==> config.mk <==
export PLATFORM = sky130hd
export DESIGN_NAME = img2col_row_serializer_flat
export DESIGN_NICKNAME = d
export VERILOG_FILES = /design/src/rtl/img2col_row_serializer_pkg.sv /design/src/rtl/img2col_row_serializer_if.sv /design/src/rtl/img2col_row_serializer.sv /design/src/flat_wrapper.sv
export SDC_FILE = /design/constraint.sdc
export NUM_CORES = 1
export LEC_CHECK = 0
export ABC_AREA = 1
export BUFFER_PORTS_ARGS = -buffer_cell sky130_fd_sc_hd__buf_2
export CAP_MARGIN = 0
export CORE_MARGIN = 1
export CORE_UTILIZATION = 25
export DETAILED_ROUTE_END_ITERATION = 10
export PLACE_DENSITY = 0.49
export SYNTH_ARGS = -nofsm -noshare
export SYNTH_HDL_FRONTEND = slang
export SYNTH_SLANG_ARGS = --single-unit
export TNS_END_PERCENT = 5
==> constraint.sdc <==
create_clock -name clk -period 11 [get_ports clk]
set_input_delay 2.2 -clock clk [delete_from_list [all_inputs] [get_ports clk]]
set_output_delay 2.2 -clock clk [all_outputs]
set_load 0.01 [all_outputs]
==> src/rtl/img2col_row_serializer_pkg.sv <==
// Shared types and sizing for the img2col row serializer.
// Optional feature macro: SER_LEN_EN (run-time row length, see clamp_len).
package img2col_pkg;

    localparam int DATA_WIDTH = 16;
    localparam int REG_NUM    = 20;
    localparam int IDX_W      = $clog2(REG_NUM);
    localparam int LEN_W      = $clog2(REG_NUM + 1);

    typedef logic [DATA_WIDTH-1:0] word_t;

    typedef enum logic {S_IDLE, S_SHIFT} ser_state_t;

    // A zero-length request still emits one word so every row carries a last beat.
    function automatic logic [LEN_W-1:0] clamp_len(input logic [LEN_W-1:0] req);
        if (req == '0) begin
            return LEN_W'(1);
        end
        if (req > LEN_W'(REG_NUM)) begin
            return LEN_W'(REG_NUM);
        end
        return req;
    endfunction

endpackage

==> src/rtl/img2col_row_serializer_if.sv <==
// Row-load and word-stream handshake bundle for the img2col row serializer.
// Optional feature macro: SER_LEN_EN (adds row_len).
interface img2col_ser_if;
    import img2col_pkg::*;

    // valid/ready: a transfer happens on a rising clk edge where both are high;
    // a source holding valid keeps its payload stable until that transfer.
    logic                  in_valid;
    logic                  in_ready;
    word_t                 in_row [REG_NUM];
`ifdef SER_LEN_EN
    logic [LEN_W-1:0]      row_len;
`endif
    logic                  out_valid;
    logic                  out_ready;
    word_t                 out_data;
    logic                  out_last;
    logic [IDX_W-1:0]      out_idx;

    modport slave (
`ifdef SER_LEN_EN
        input  row_len,
`endif
        input  in_valid, in_row, out_ready,
        output in_ready, out_valid, out_data, out_last, out_idx
    );

    modport master (
`ifdef SER_LEN_EN
        output row_len,
`endif
        output in_valid, in_row, out_ready,
        input  in_ready, out_valid, out_data, out_last, out_idx
    );

endinterface

==> src/rtl/img2col_row_serializer.sv <==
// Parallel-in / serial-out drain of one img2col row, one word per beat, no bubbles between rows.
// Optional feature macro: SER_LEN_EN (row length taken from row_len instead of REG_NUM).
module img2col_row_serializer
    import img2col_pkg::*;
(
    input  logic          clk,
    input  logic          rst,
    img2col_ser_if.slave  bus,
    output ser_state_t    state_o
);

    ser_state_t        state_q, state_d;
    logic [IDX_W-1:0]  idx_q, idx_d;
    logic [LEN_W-1:0]  len_q, len_d;
    word_t             buf_q [REG_NUM];

    logic              out_valid;
    logic              out_last;
    logic              in_ready;
    logic              load;
    word_t             out_data;

    always_ff @(posedge clk or posedge rst) begin
        if (rst) begin
            state_q <= S_IDLE;
            idx_q   <= '0;
            len_q   <= LEN_W'(REG_NUM);
            for (int i = 0; i < REG_NUM; i++) begin
                buf_q[i] <= '0;
            end
        end else begin
            state_q <= state_d;
            idx_q   <= idx_d;
            len_q   <= len_d;
            if (load) begin
                for (int i = 0; i < REG_NUM; i++) begin
                    buf_q[i] <= bus.in_row[i];
                end
            end
        end
    end

    always_comb begin
        state_d = state_q;
        idx_d   = idx_q;
        len_d   = len_q;
        if (load) begin
`ifdef SER_LEN_EN
            len_d = clamp_len(bus.row_len);
`else
            len_d = LEN_W'(REG_NUM);
`endif
        end
        case (state_q)
            S_IDLE: begin
                if (load) begin
                    state_d = S_SHIFT;
                    idx_d   = '0;
                end
            end
            S_SHIFT: begin
                if (bus.out_ready) begin
                    if (!out_last) begin
                        idx_d = idx_q + IDX_W'(1);
                    end else if (load) begin
                        // Final beat and next load share a cycle: zero-bubble row turnover.
                        idx_d = '0;
                    end else begin
                        state_d = S_IDLE;
                        idx_d   = '0;
                    end
                end
            end
            default: begin
                state_d = S_IDLE;
                idx_d   = '0;
            end
        endcase
    end

    always_comb begin
        out_valid = (state_q == S_SHIFT);
        out_last  = out_valid && (LEN_W'(idx_q) == (len_q - LEN_W'(1)));
        out_data  = out_valid ? buf_q[idx_q] : '0;
        in_ready  = !out_valid || (bus.out_ready && out_last);
        load      = bus.in_valid && in_ready;
    end

    assign bus.out_valid = out_valid;
    assign bus.out_last  = out_last;
    assign bus.out_data  = out_data;
    assign bus.out_idx   = idx_q;
    assign bus.in_ready  = in_ready;
    assign state_o       = state_q;

endmodule
==> src/flat_wrapper.sv <==
// flat-port wrapper written by rule: the top's interface ports become plain ports
module img2col_row_serializer_flat import img2col_pkg::*;
  (clk, rst, state_o, bus_in_valid, bus_in_row, bus_out_ready, bus_in_ready, bus_out_valid, bus_out_data, bus_out_last, bus_out_idx);
  img2col_ser_if bus_i ();
  input  logic clk;
  input  logic rst;
  output ser_state_t state_o;
  input wire logic [$bits(bus_i.in_valid)-1:0] bus_in_valid;
  input wire logic [$bits(bus_i.in_row)-1:0] bus_in_row;
  input wire logic [$bits(bus_i.out_ready)-1:0] bus_out_ready;
  output wire logic [$bits(bus_i.in_ready)-1:0] bus_in_ready;
  output wire logic [$bits(bus_i.out_valid)-1:0] bus_out_valid;
  output wire logic [$bits(bus_i.out_data)-1:0] bus_out_data;
  output wire logic [$bits(bus_i.out_last)-1:0] bus_out_last;
  output wire logic [$bits(bus_i.out_idx)-1:0] bus_out_idx;
  assign bus_i.in_valid = bus_in_valid;
  assign bus_i.in_row = {>>{bus_in_row}};
  assign bus_i.out_ready = bus_out_ready;
  assign bus_in_ready = bus_i.in_ready;
  assign bus_out_valid = bus_i.out_valid;
  assign bus_out_data = bus_i.out_data;
  assign bus_out_last = bus_i.out_last;
  assign bus_out_idx = bus_i.out_idx;
  img2col_row_serializer u_core (.clk(clk), .rst(rst), .bus(bus_i), .state_o(state_o));
endmodule
# After elaboration in Yosys (flattened, before gate mapping)
# Index checks and enable logic that the tools add are counted.
# word_totals
in_bits	324
reg_bits	326
memories	0
latch_bits	0
mem_bits_rw	0
romBits	0
# classes
add_sub_neg	1
n_reduce_logical	6
n_mux	12
n_eq_ne	3
order_cmp	1
n_mul	0
n_bitwise	2
n_shift	0
div_mod_pow	0
# ops
cell	n
$bmux 16 s5	1
$mux 16	3
$mux 5	3
$pmux 5 s2	1
$ge 6x6->1 const B	1
$not 5->6	1
$add 5x1->5 const B	1
$eq 5x5->1 const B	1
$logic_and 1x1->1	3
$mux 1	3
$ne 2x1->1 const B	1
$ne 2x2->1 const B	1
$pmux 1 s2	1
$reduce_and 2->1	1
$logic_not 1->1	1
$logic_or 1x1->1	1
$not 1->1	1

# Logic depth before layout (Yosys ltp)
# Gate-level depths: netlist of run 1.
# logic_depth
word_depth	9
ltp_mapped	13
mapped_depth_nobuf	10

# Least setup slack after synthesis of run 1
# OpenSTA, ideal clock, no wires.
# synth_path
kind	in2out
start	input bus_out_ready
end	output bus_in_ready
slack_ns	6.146
arrival_ns	2.654
required_ns	8.800
n_path_buf	1
stages	3
cell_sequence	nand2_1 -> nand2_2 -> clkbuf_1
# synth_via
elab_chain_len	2
# synth_lines
item	line_no	text
start, declared	flat_wrapper.sv:10	input wire logic [$bits(bus_i.out_ready)-1:0] bus_out_ready;
$logic_and 1x1->1	img2col_row_serializer.sv:85	in_ready = !out_valid || (bus.out_ready && out_last);
$logic_or 1x1->1	img2col_row_serializer.sv:85	
end, declared	flat_wrapper.sv:11	output wire logic [$bits(bus_i.in_ready)-1:0] bus_in_ready;
# No other way between the ends.

# Worst setup path in the final report of run 1
# layout_path
start	register u_core.idx_q[0] (netlist: u_core.bus.out_idx[0])
end	output bus_out_data[10]
# layout_via
elab_chain_len	5
# layout_lines
item	line_no	text
start, declared	img2col_row_serializer.sv:13	logic [IDX_W-1:0] idx_q, idx_d;
start signal, assigned	img2col_row_serializer.sv:33	idx_q <= idx_d;
$not 5->6 (implied by the code)	img2col_row_serializer.sv:84	out_data = out_valid ? buf_q[idx_q] : '0;
$bmux 16 s5	img2col_row_serializer.sv:84	
$mux 16 (implied by the code) (2 in series)	img2col_row_serializer.sv:84	
$mux 16	img2col_row_serializer.sv:84	
end, declared	flat_wrapper.sv:13	output wire logic [$bits(bus_i.out_data)-1:0] bus_out_data;
# No other way between the ends. The select of a mux whose other input is x is not followed.

==> results_dict.tcl, run 1 <==
set metrics [dict create \
    status "finished with violations" \
    violations "DRC" \
    yosysWarningCount 0 \
    cts_resized 0 \
    cap_viol_max_count 0 \
    period_needed_ns 6.01 \
    required_ns 8.80 \
    yosys_register_bits 326 \
    grt_max_degree 205 \
    cts_tree "done" \
    holdPathStages 2 \
    synth_area_leaders "dfrtp_1 (49%), nand2_1 (12%), a21oi_2 (9.7%)" \
    floorplan.initialDensity 0.254 \
    clockPowerShare 0.234 \
    drt_drc_violations_left 32 \
    critical_path_arrival_ns 3.81 \
    yosysTopAreaCell "dfrtp_1" \
    mostFrequentLayoutCells "nand2_1 (537), buf_2 (348), dfrtp_1 (324)" \
    min_period_over_period 0.547 \
    via_per_inst 4.47 \
    worst-slew-pin-transition_ns 1.28 \
    grt_antenna_before_repair 1 \
    r2r-end "u_core.buf_q[219]$_DFFE_PP0P_" \
    layout.cells.most_common "nand2_1" \
    syn_area_um2 16800 \
    synth_nets 2471 \
    final.hold.worst_slack_ns 0.471 \
    grt_usage 0.176 \
    dp_hpwl_um 43300 \
    pwr-share-comb 0.408 \
    clkLatencyLatePin_ns 0.56 \
    setup-tns-final_ns 0 \
    firstDrtPassIters 9 \
    yosys.cell_types.count 22 \
    detailroute.via_count 14700 \
    top_level_ports 349 \
    critPathKind "flip-flop to output port" \
    cp_max_fo 97 \
    floorplan.core_area_um2 66100 \
    routabilityCongestion 0.864 \
    p_int_w 0.00336 \
    critPathCaptureType "output port" \
    via_count_of_the_first_global_routing_pass 14800 \
    drv_slew 0 \
    worstHoldStart "u_core.buf_q[44]$_DFFE_PP0P_" \
    final_layout_size_suffix_gt1_frac 0.255 \
    synth_cells 2146 \
    post-cts-setup-buffers 0 \
    power.leakage_nw 10.6 \
    final.fill_count 7264 \
    drt_iter0_drc 1154 \
    worst_slew_margin_rel 0.144 \
    area_growth_syn_to_layout_pct 20.7 \
    clock_transition_at_path_regs_ns 0.06 \
    max-vdd-ir-drop_mv 0.120 \
    grt_first_pass_wirelength_um 90500 \
    cts-root-buf "clkbuf_16" \
    postSynthAreaPerCell_um2 7.81 \
    layout.core_utilization 0.306 \
    dieArea_um2 68100 \
    ff2ff_path_depth 11 \
    worst-r2r-setup-slack_ns 5.81 \
    skew_ns 0.0178 \
    htree_levels 2 \
    power.density_cell_area_nw_per_um2 282 \
    cts.sinks 326 \
    switching_power_w 0.00235 \
    globalRouteOverflowTotal 0 \
    placed_cell_area_um2 18900 \
    final_std_cell_area_no_fill_um2 20200 \
    pwr-share-seq 0.358 \
    setup_violating_endpoint_count_in_the_final_report 0 \
    design.final.nets 2734 \
    cts_inserted_buffers 40 \
    core.rowCount 94 \
    max_freq_ghz 0.166 \
    synth_top_area_frac 0.487 \
    chipWidth_um 261 \
    power.switching_fraction 0.411 \
    worstHoldEndpoint "u_core.buf_q[44]$_DFFE_PP0P_" \
    portion_of_the_post_synthesis_area_used_by_sequential_elements 0.487 \
    holdBufCountCts 0 \
    hold_path.class "flip-flop to flip-flop" \
    die_h_um 261 \
    setup_repair_after_global_routing_missed_its_margin "false" \
    totalWireLength_um 60300 \
    cts-root-to-sink-buffers 3 \
    post_drt_wl_per_cell_um 18.3 \
    report.final.hold_viol_count 0 \
    critPathLaunchType "flip-flop" \
    startpoint_of_the_most_critical_register_to_register_path "u_core.bus.out_idx[1]$_DFFE_PP0P_" \
    ant_nets 0 \
    io_buffer_count 348 \
]
cell usage after synthesis:
library cell	instances
inv_1	268
buf_2	44
nor2_8	1
a21oi_2	186
nor2_1	299
nand2_2	1
xor2_1	2
o22ai_1	18
buf_1	15
nand3_1	243
nand2_4	2
inv_4	1
inv_2	5
o21ai_0	35
ha_1	1
buf_6	30
a21oi_1	79
nand3_2	1
clkbuf_1	49
nand2_1	537
buf_4	3
dfrtp_1	326
critical path, stage by stage, from the launching register on:
cell and delay, ns:
dfrtp_4 0.65, inv_6 0.58, buf_4 0.64, nand2_1 0.11, nand3_1 0.11, nand3_1 0.23, nand3_1 0.19, nand2_1 0.16
nand2_1 0.16, a21oi_1 0.10, buf_2 0.18
routing by layer:
metal,share of wire,track usage,up-vias
met2,0.47,0.287,325
met5,0.00022,0,-
met3,0.044,0.0252,65
met1,0.47,0.245,7158
met4,0.018,0.0398,2
li1,-,-,7187
sequential cells by signal (all words and copies together), names as in the netlist:
signal and count:
u_core.buf_q 320, u_core.bus.out_valid 1, u_core.bus.out_idx 5
worst max-delay path by stage:
stage                                           start                     endpoint  slack [ns]  depth (start not counted)
finish              u_core.bus.out_idx[0]$_DFFE_PP0P_             bus_out_data[10]        4.99                         10
global route        u_core.bus.out_idx[0]$_DFFE_PP0P_              bus_out_data[6]        4.75                         10
CTS                 u_core.bus.out_idx[1]$_DFFE_PP0P_              bus_out_data[5]        4.90                         11
detailed placement                      bus_out_ready                 bus_in_ready        5.43                          5
global placement                        bus_out_ready                 bus_in_ready        5.46                          5
floorplan                                         rst  u_core.buf_q[0]$_DFFE_PP0P_        4.45                          1
through the flow:
stage               setup WS [ns]  power [W]  cells
floorplan                    4.45    0.00353   2146
global placement             5.46    0.00442   3231
detailed placement           5.43    0.00444   3231
CTS                          4.90    0.00581   3298
global route                 4.75    0.00616   3298
finish                       4.99    0.00571   3299
power by group through the flow:
stage | clock, W | combinational [W] | sequential [W]
floorplan | 0 | 0.00159 | 0.00194
finish | 0.00134 | 0.00233 | 0.00204
global placement | 0 | 0.00237 | 0.00205
CTS | 0.00138 | 0.00239 | 0.00204
detailed placement | 0 | 0.00238 | 0.00206
global route | 0.00141 | 0.00265 | 0.00210
cell families after synthesis:
logic type,count (synthesis),share of synthesized area
fa+ha+maj,1,0.000746
buf+inv,415,0.110
flops,326,0.487
xor+xnor,2,0.00105
simple gates,1084,0.263
compound gates,318,0.138
final cells by class:
class                      instances  area, um^2  share of cell area
multi-input combinational       1405        6760               0.334
clock inverter                    13         175             0.00866
sequential                       326        8170               0.404
inverter                         274        1040              0.0514
clock buffer                      54        1110              0.0551
timing repair buffer             362        1880              0.0932
antenna                            1        2.50            0.000124
tap                              864        1080              0.0534
Power figures use the tool's default switching activity.
==> inputs of run 2 (changes only) <==
Settings changed: PLACE_DENSITY 0.49 to 0.48.
Clock period 11 ns to 6.19 ns, I/O delays scaled along.
==> results_dict.tcl, run 2 (same netlist as run 1, synthesis figures left out) <==
set metrics [dict create \
    cp_max_fo 44 \
    htree_levels 2 \
    post-cts-setup-buffers 0 \
    finalPower_w 0.0102 \
    cts_resized 0 \
    largest_register_ffs 320 \
    status "finished with violations" \
    cts_inserted_buffers 41 \
    pwr-share-seq 0.351 \
    setup-tns-final_ns 0 \
    layout.cells.most_common "nand2_1" \
    firstDrtPassIters 8 \
    top_level_ports 349 \
    grt_first_pass_wirelength_um 93400 \
    period_needed_ns 4.82 \
    grt_usage 0.183 \
    max-vdd-ir-drop_mv 0.258 \
    die_h_um 261 \
    cts_tree "done" \
    setup_repair_after_global_routing_missed_its_margin "false" \
    power.leakage_nw 10.7 \
    hold_path.class "flip-flop to flip-flop" \
    critical_path_arrival_ns 3.58 \
    dp_hpwl_um 45900 \
    required_ns 4.95 \
    core.rowCount 94 \
    violations "DRC" \
    skew_ns 0.0256 \
    ant_nets 0 \
    area_growth_syn_to_layout_pct 21.1 \
    dieArea_um2 68100 \
    clkLatencyLatePin_ns 0.56 \
    critPathKind "flip-flop to output port" \
    worst_slew_margin_rel 0.261 \
    clock_transition_at_path_regs_ns 0.06 \
    report.final.hold_viol_count 0 \
    switching_power_w 0.00421 \
    worst-slew-pin-transition_ns 1.11 \
    final_layout_size_suffix_gt1_frac 0.256 \
    floorplan.core_area_um2 66100 \
    worst-r2r-setup-slack_ns 2.38 \
    min_period_over_period 0.779 \
    drv_slew 0 \
    cts.sinks 326 \
    design.final.nets 2738 \
    setup_violating_endpoint_count_in_the_final_report 0 \
    holdPathStages 2 \
    io_buffer_count 348 \
    top_register "u_core.buf_q" \
    ff2ff_path_depth 11 \
    drt_drc_violations_left 34 \
    cap_viol_max_count 0 \
    power.switching_fraction 0.414 \
    via_per_inst 4.49 \
    max_freq_ghz 0.207 \
    grt_max_degree 165 \
    mostFrequentLayoutCells "nand2_1 (537), buf_2 (348), dfrtp_1 (324)" \
    totalWireLength_um 62800 \
    routabilityCongestion 0.840 \
    chipWidth_um 261 \
    floorplan.initialDensity 0.254 \
    critPathLaunchType "flip-flop" \
    clockPowerShare 0.234 \
    power.density_cell_area_nw_per_um2 501 \
    globalRouteOverflowTotal 0 \
    cts-root-buf "clkbuf_16" \
    post_drt_wl_per_cell_um 19.0 \
    critPathCaptureType "output port" \
    holdBufCountCts 0 \
    cts-root-to-sink-buffers 3 \
    via_count_of_the_first_global_routing_pass 15000 \
    detailroute.via_count 14800 \
    grt_antenna_before_repair 1 \
    drt_iter0_drc 1072 \
    p_int_w 0.00596 \
    pwr-share-comb 0.415 \
]
run 2: power by group through the flow:
stage          Sequential [W]  Clock (W)  Combinational, W
2_1_floorplan         0.00345          0           0.00283
3_3_place_gp          0.00357          0           0.00427
3_5_place_dp          0.00360          0           0.00428
4_1_cts               0.00356    0.00245           0.00429
5_1_grt               0.00367    0.00252           0.00477
6_report              0.00357    0.00238           0.00422
run 2: layout make-up:
type	instances	area [um^2]
Antenna cell	4	10.0
Fill cell	7197	45800
Tap cell	864	1080
Multi-Input combinational cell	1405	6760
Sequential cell	326	8170
Clock buffer	60	1190
Inverter	274	1040
Clock inverter	11	124
Timing Repair Buffer	365	1930
run 2: path summary, 6_finish.rpt:
| check | from | endpoint |
|---|---|---|
| worst min register to register | u_core.buf_q[36]$_DFFE_PP0P_ | u_core.buf_q[36]$_DFFE_PP0P_ |
| min in group asynchronous | rst | u_core.buf_q[230]$_DFFE_PP0P_ |
| max in group asynchronous | rst | u_core.buf_q[120]$_DFFE_PP0P_ |
| worst min-delay path | u_core.buf_q[36]$_DFFE_PP0P_ | u_core.buf_q[36]$_DFFE_PP0P_ |
| worst max register to register | u_core.bus.out_idx[2]$_DFFE_PP0P_ | u_core.buf_q[222]$_DFFE_PP0P_ |
| worst max-delay path | u_core.bus.out_idx[1]$_DFFE_PP0P_ | bus_out_data[3] |
run 2: critical path: stages (launching register included):
cell,delay (ns)
dfrtp_4,0.60
inv_2,0.72
buf_4,0.49
nand3_1,0.16
nand3_1,0.16
nand3_1,0.24
nand2_1,0.14
nand2_1,0.07
a21oi_1,0.22
buf_2,0.17
run 2: stage by stage:
| step | utilization | cells | setup WS, ns | hold WS (ns) | instance area, um^2 |
|---|---|---|---|---|---|
| final | 0.307 | 3309 | 1.37 | 0.464 | 20300 |
| after global routing | 0.307 | 3305 | 1.07 | 0.488 | 20300 |
| after detailed placement | 0.287 | 3234 | 1.86 | 0.453 | 19000 |
| after CTS | 0.307 | 3305 | 1.25 | 0.468 | 20300 |
| after floorplan | - | 2146 | 0.601 | 0.437 | 16800 |
| after global placement | 0.287 | 3234 | 1.88 | 0.449 | 19000 |
run 2: routing by layer:
metal  track usage  up-vias  share of wire  wire [um]
li1              -     7196              -          -
met2         0.285      408           0.45      28200
met4        0.0450        0          0.021       1330
met3        0.0449       71          0.072       4550
met1         0.254     7170           0.46      28700
met5             0        -              0          0
